--- src/rtl/ccg_pkg.sv ---
// Shared constants and A/B evaluation helpers for the ccg pipelined evaluator.
// Latency: n/a (package only).
// Backpressure: n/a (package only).
package ccg_pkg;

  localparam logic [15:0] DEF_OUT_SEL = 16'h9780;
  localparam logic [15:0] DEF_POLY    = 16'h8016;
  localparam int          DEF_IA0     = 3;
  localparam int          DEF_IA1     = 9;
  localparam int          DEF_IA2     = 5;
  localparam int          DEF_IA3     = 6;

  // Function A: XOR of two selected bits, OR'ed with the NOR of two others.
  function automatic logic ccg_eval_a(input logic [31:0] xv,
                                      input logic [4:0]  i0,
                                      input logic [4:0]  i1,
                                      input logic [4:0]  i2,
                                      input logic [4:0]  i3);
    return (xv[i0] ^ xv[i1]) | ~(xv[i2] | xv[i3]);
  endfunction

  // Function B: parity of the masked input vector.
  function automatic logic ccg_eval_b(input logic [31:0] xv,
                                      input logic [31:0] mask);
    return ^(xv & mask);
  endfunction

endpackage

--- src/rtl/ccg_pipe_stage.sv ---
// One elastic pipeline slot: a valid bit plus a data register.
// Latency: 1 cycle from load to valid.
// Backpressure: loads only when the parent asserts load (slot empty or draining).
module ccg_pipe_stage #(
  parameter int W = 16
) (
  input  logic         clk,
  input  logic         rst,
  input  logic         load,
  input  logic         in_valid,
  input  logic [W-1:0] in_data,
  output logic         valid,
  output logic [W-1:0] data
);

  // Capture upstream content when allowed; data only moves with a valid beat.
  always_ff @(posedge clk) begin
    if (rst) begin
      valid <= 1'b0;
      data  <= '0;
    end else if (load) begin
      valid <= in_valid;
      if (in_valid) begin
        data <= in_data;
      end
    end
  end

endmodule

--- src/rtl/ccg_pipe_eval.sv ---
// Evaluates functions A/B on x, spreads them over f per OUT_SEL, optional MISR (CCG_MISR_EN).
// Latency: DEPTH cycles from input transfer to out_valid; 1 vector/cycle throughput.
// Backpressure: in_ready = some stage empty or out_ready; full pipe holds f stable on stall.
module ccg_pipe_eval
  import ccg_pkg::*;
#(
  parameter int                N_IN    = 12,
  parameter int                N_OUT   = 16,
  parameter int                DEPTH   = 2,
  parameter int                IA0     = DEF_IA0,
  parameter int                IA1     = DEF_IA1,
  parameter int                IA2     = DEF_IA2,
  parameter int                IA3     = DEF_IA3,
  parameter logic [N_IN-1:0]   MASK_B  = '1,
  parameter logic [N_OUT-1:0]  OUT_SEL = N_OUT'(DEF_OUT_SEL),
  parameter logic [N_OUT-1:0]  POLY    = N_OUT'(DEF_POLY)
) (
  input  logic             clk,
  input  logic             rst,
`ifdef CCG_MISR_EN
  input  logic             sig_clr,
  output logic [N_OUT-1:0] sig,
`endif
  input  logic             in_valid,
  output logic             in_ready,
  input  logic [N_IN-1:0]  x,
  output logic             out_valid,
  input  logic             out_ready,
  output logic [N_OUT-1:0] f
);

  logic [31:0]      x_ext;
  logic [31:0]      mask_ext;
  logic             a_bit;
  logic             b_bit;
  logic [N_OUT-1:0] f_new;
  logic [DEPTH-1:0] vld;
  logic [DEPTH-1:0] rdy;
  logic             rdy_acc;
  logic [N_OUT-1:0] dat [DEPTH];

  assign x_ext    = 32'(x);
  assign mask_ext = 32'(MASK_B);

  // Evaluate A and B, then route each output bit to its selected function.
  always_comb begin
    a_bit = ccg_eval_a(x_ext, IA0[4:0], IA1[4:0], IA2[4:0], IA3[4:0]);
    b_bit = ccg_eval_b(x_ext, mask_ext);
    f_new = (OUT_SEL & {N_OUT{b_bit}}) | (~OUT_SEL & {N_OUT{a_bit}});
  end

  // A stage may load if any stage at or after it is empty, or the sink takes data.
  always_comb begin
    rdy     = '0;
    rdy_acc = out_ready;
    for (int s = DEPTH - 1; s >= 0; s--) begin
      rdy_acc = rdy_acc | ~vld[s];
      rdy[s]  = rdy_acc;
    end
  end

  for (genvar s = 0; s < DEPTH; s++) begin : g_stage
    logic             up_v;
    logic [N_OUT-1:0] up_d;
    if (s == 0) begin : g_head
      assign up_v = in_valid;
      assign up_d = f_new;
    end else begin : g_body
      assign up_v = vld[s-1];
      assign up_d = dat[s-1];
    end
    ccg_pipe_stage #(.W(N_OUT)) u_stage (
      .clk      (clk),
      .rst      (rst),
      .load     (rdy[s]),
      .in_valid (up_v),
      .in_data  (up_d),
      .valid    (vld[s]),
      .data     (dat[s])
    );
  end

  // Masking with rst guarantees no handshake completes during the reset cycle.
  assign in_ready  = rdy[0] & ~rst;
  assign out_valid = vld[DEPTH-1] & ~rst;
  assign f         = dat[DEPTH-1];

`ifdef CCG_MISR_EN
  // Signature register: clear wins over an update; folds f in on each output transfer.
  always_ff @(posedge clk) begin
    if (rst || sig_clr) begin
      sig <= '0;
    end else if (out_valid && out_ready) begin
      sig <= {sig[N_OUT-2:0], 1'b0} ^ (sig[N_OUT-1] ? POLY : '0) ^ f;
    end
  end
`endif

endmodule
--- config.mk ---
export PLATFORM = sky130hd
export DESIGN_NAME = ccg_pipe_eval
export DESIGN_NICKNAME = d
export VERILOG_FILES = /design/src/rtl/ccg_pkg.sv /design/src/rtl/ccg_pipe_stage.sv /design/src/rtl/ccg_pipe_eval.sv
export SDC_FILE = /design/constraint.sdc
export NUM_CORES = 1
export LEC_CHECK = 0
export BUFFER_PORTS_ARGS = -buffer_cell sky130_fd_sc_hd__clkbuf_2
export CORE_ASPECT_RATIO = 1.2
export CORE_MARGIN = 3
export CORE_UTILIZATION = 37
export CTS_CLUSTER_DIAMETER = 30
export DETAILED_ROUTE_END_ITERATION = 6
export SLEW_MARGIN = 20
export SYNTH_ARGS = -nofsm -noshare
export SYNTH_HDL_FRONTEND = slang
export SYNTH_HIERARCHICAL = 1
export SYNTH_SLANG_ARGS = --single-unit
--- constraint.sdc ---
create_clock -name clk -period 2 [get_ports clk]
set_clock_uncertainty 0.1 [all_clocks]
set_input_delay 0.2 -clock clk [delete_from_list [all_inputs] [get_ports clk]]
set_output_delay 0.2 -clock clk [all_outputs]
set_load 0.1 [all_outputs]
# --- After elaboration in Yosys (flattened, before gate mapping) ---
# Cells that the tools add are included.
totals:
  output_inout_bits: 18
  word_cells: 19
  ff_bits: 34
  input_bits: 16
op_classes:
  reduce_logical: 3
  n_bitwise: 12
ops:
  columns: ["cell", "n"]
  rows:
  - ["$reduce_xor 32->1", 1]
  - ["$or 16x15->16", 1]
  - ["$not 1->1", 4]
  - ["$or 1x1->1", 4]
  - ["$reduce_and 2->1", 2]
  - ["$and 1x1->1", 2]
  - ["$xor 1x1->1", 1]

# --- Longest topological paths before layout ---
logic_depth:
  ltp_word: 4
  mapped_depth: 5
  depth_no_buf: 5

# --- Modules after synthesis ---
# Netlist, hierarchy kept.
modules_own_cells:
  columns: ["module", "n_inst", "seq_area_each_um2", "area_each_um2", "cells_per_inst"]
  rows:
  - ["ccg_pipe_stage", 2, 340.3, 789.5, 77]
  - ["ccg_pipe_eval", 1, 0.0, 135.1, 15]

# --- Least setup slack after synthesis ---
# No wires, ideal clock.
synth_path:
  path_kind: "reg2out"
  from: "register g_stage[1].u_stage.valid"
  to: "output in_ready"
  required_time_ns: 1.700
  slack_ns: -0.077
  arrival_time_ns: 1.777
  path_buffers: 0
  stages_incl_launch_ff: 3
  path_cell_list: "dfxtp_1 > nand3b_1 > nor2b_1"
synth_between:
  elab_chain_cells: 4
synth_rtl:
  columns: ["item", "line", "text"]
  rows:
  - ["start: declaration", "ccg_pipe_stage.sv:12", "output logic valid,"]
  - ["start signal: assignment", "ccg_pipe_stage.sv:22", "valid <= in_valid;"]
  - ["$not 1->1", "ccg_pipe_eval.sv:57", "rdy_acc = rdy_acc | ~vld[s];"]
  - ["$or 1x1->1 (2 in series)", "ccg_pipe_eval.sv:57", null]
  - ["net rdy[0]", "ccg_pipe_eval.sv:38", "logic [DEPTH-1:0] rdy;"]
  - ["$and 1x1->1", "ccg_pipe_eval.sv:84", "assign in_ready = rdy[0] & ~rst;"]
  - ["end: declaration", "ccg_pipe_eval.sv:25", "output logic in_ready,"]
# The timed path passes the listed nets, and every way through them passes these cells.

# --- Worst setup path in the final report ---
layout_path:
  from: "register g_stage[1].u_stage.data[12]"
  to: "output f[12]"
layout_rtl:
  columns: ["item", "line", "text"]
  rows:
  - ["start: declaration", "ccg_pipe_stage.sv:13", "output logic [W-1:0] data"]
  - ["start signal: assignment", "ccg_pipe_stage.sv:24", "data <= in_data;"]
  - ["end: declaration", "ccg_pipe_eval.sv:29", "output logic [N_OUT-1:0] f"]
# No word-level cell between the ends.

==> impl_results.md <==
* Status: finished clean
* Worst endpoint data arrival time at 1.11 ns
* Relative slew slack at 0.576
* Worst path bufs/invs at 1
* Switching share of power at 0.299
* DP Area at 0.00185 sq mm
* Post-CTS Setup Bufs at 0
* Max Cap Violations at 0
* Wire length of the first global-routing pass at 5400 microns
* Most common cell after layout, fill and taps aside: dfxtp_1
* DRT iter0 DRCs at 124
* Req. time, crit path at 1.70 ns
* Hold Path Depth at 2
* R2R Path Start: g_stage[1].u_stage/valid$_SDFFE_PP0P_
* Commonest cells after routing, fill and taps aside: dfxtp_1, nand3_1, clkbuf_2, a21bo_1, a21oi_2
* Routability cong. at 0.665
* Final instance area at 0.00193 sq mm
* Hold_buf cts at 0
* Final Hold Violating Endpoints at 0
* Synthesized area at 0.00171 sq mm
* Final setup vio count at 0
* Worst hold-check path type: primary input to flip-flop
* Setup WS pre-CTS at 0.432 ns
* CTS tree: built
* Core Util, Final at 0.443
* Initial antenna violation count at 0
* Share of the synthesized area in the top cell type at 0.397
* Worst R2R Path Depth at 4
* Post_cts resized at 0
* Synth-to-layout area growth at 12.6%
* Synth area leaders: dfxtp_1, a21bo_1, nand3_1
* Clock buffer depth at 2
* CTS sink cnt at 34
* Die Width at 68.1 microns
* RSZ-0062 raised after global routing: no
* Achievable Freq at 0.709 GHz
* Setup crit start: g_stage[1].u_stage/data[12]$_SDFFE_PP0P_
* Combinational power share at 0.239
* Drt total wl at 3170 microns
* Core Area at 0.00436 sq mm
* Flops & latches, synth at 34
* DR DRC count at 0
* Die ar. at 0.00549 sq mm
* HPWL after DPL at 1880 microns
* H-tree lvl count at 2
* Via count at 1,247
* CTS root buf: clkbuf_8
* Min Tclk post-route at 1.41 ns
* Clk network pwr share at 0.298
* Crit Path Max Fanout at 2
* Largest net degree at the start of global routing at 35
* VDD IR max at 0.285 mV
* Sw Pwr at 490 uW
* Reg2reg setup slack at 0.74 ns
* Worst-Skew Late Latency at 0.28 ns
* Mean Syn Cell Area at 10.1 sq um
* Crit Path Class: flip-flop to output port
* Stages on worst setup path at 1
* Share of cells above drive strength 1 at 0.363
* Tot GR Track Use at 0.130
* Synth warnings at 6
* GRT overflow at 0
* Pwr per Cell Area at 850 mW/mm^2
* NumNets Final at 210
* Slowest cell on the critical path: clkbuf_2
* Leakage at 0.771 nW
* Yosys cell types at 18
* Final Max Tran Viols at 0
* Clock-pin slew on the worst setup and hold paths at 0.06 ns
* Drt pass-1 iters at 4
* Power Internal at 1.15 mW
* I/O Pins at 34
* FF-to-FF End: g_stage[0].u_stage/data[9]$_SDFFE_PP0P_
* FP Rows at 26
* Final worst slack at 0.590 ns
* Cells after Synth at 169
* Reg power frac at 0.463
* Final ANT Viol Nets at 0
* Synthesized Nets at 185
* Die height at 80.6 microns
* Initial Utilization at 0.393
* Hold WS at 0.223 ns
* Critical Path Sink Type: output port
* Worst hold endpoint: g_stage[0].u_stage/data[12]$_SDFFE_PP0P_
* Slowest stage delay, CP at 0.47 ns
* Fin Setup TNS at 0 ns
* Tcrit/Tclk final at 0.705
* Hold Startpoint: rst
* Area leader, netlist: dfxtp_1
* Routed len/inst at 12.7 microns
* N_diodes at 0
* Total clock buffers created by CTS at 5
* PortBufs at 33
* Cells along the critical path: clkbuf_2
* Vias in the first global route at 1,181
* Worst setup SP type: flip-flop
* Sequential area share after synthesis at 0.397
* Vias per std cell at 5.01
* Worst Tran Pin Value at 0.636 ns
* CP top delay family: buffers and inverters
[how the worst max path moves through the flow]
stage | endpoint | slack, ns
final | f[12] | 0.59
after global placement | g_stage[0].u_stage/data[7]$_SDFFE_PP0P_ | 0.45
after global routing | f[12] | 0.53
after CTS | in_ready | 0.58
after floorplan | in_ready | 0.44
after detailed placement | g_stage[0].u_stage/data[9]$_SDFFE_PP0P_ | 0.43
[power by group through the flow]
stage	Combinational, mW	Sequential, mW	Clock (mW)
2_1_floorplan	0.252	0.857	0
3_3_place_gp	0.394	0.774	0
3_5_place_dp	0.395	0.774	0
4_1_cts	0.396	0.760	0.510
5_1_grt	0.425	0.767	0.544
6_report	0.392	0.760	0.488
[layer usage]
metal / vias up / GRT usage / wire [microns]
met5: - / 0 / 0
met4: 0 / 0.0537 / 56
met3: 5 / 0.0517 / 163
met2: 28 / 0.207 / 1460
met1: 571 / 0.151 / 1490
li1: 643 / - / -
[registers in the layout (all words and copies together), names as in the netlist]
signal / flops
g_stage.u_stage/data: 32
g_stage.u_stage/valid: 2
[synth_stat cells]
library cell	count
a21bo_2	6
a21bo_1	26
nor2_1	2
dfxtp_1	34
nand3b_1	1
clkbuf_2	2
xnor3_1	1
xor2_1	2
buf_6	10
nand2b_1	1
o21bai_1	1
xnor2_1	7
a21oi_2	18
buf_2	8
mux2i_1	2
a21oi_1	14
nand3_1	32
nor2b_1	2
[kinds of logic after synthesis]
family / Yosys count / share of synthesized area
compound gates: 65 / 0.324
flops: 34 / 0.397
simple gates: 38 / 0.113
buf+inv: 20 / 0.0949
xor+xnor: 10 / 0.0591
mux: 2 / 0.0117
[final cells by class]
type,count,area [sq um]
Clock buffer,6,82.6
Tap cell,56,70.1
Multi-Input combinational cell,115,876
Timing Repair Buffer,38,220
Sequential cell,34,681
Fill cell,448,2430
[metrics by stage]
step / power, mW / std cells
finish: 1.64 / 249
CTS: 1.67 / 249
floorplan: 1.11 / 169
detailed placement: 1.17 / 243
global route: 1.74 / 249
global placement: 1.17 / 243
Note: power is estimated with default switching activity, not from simulation.
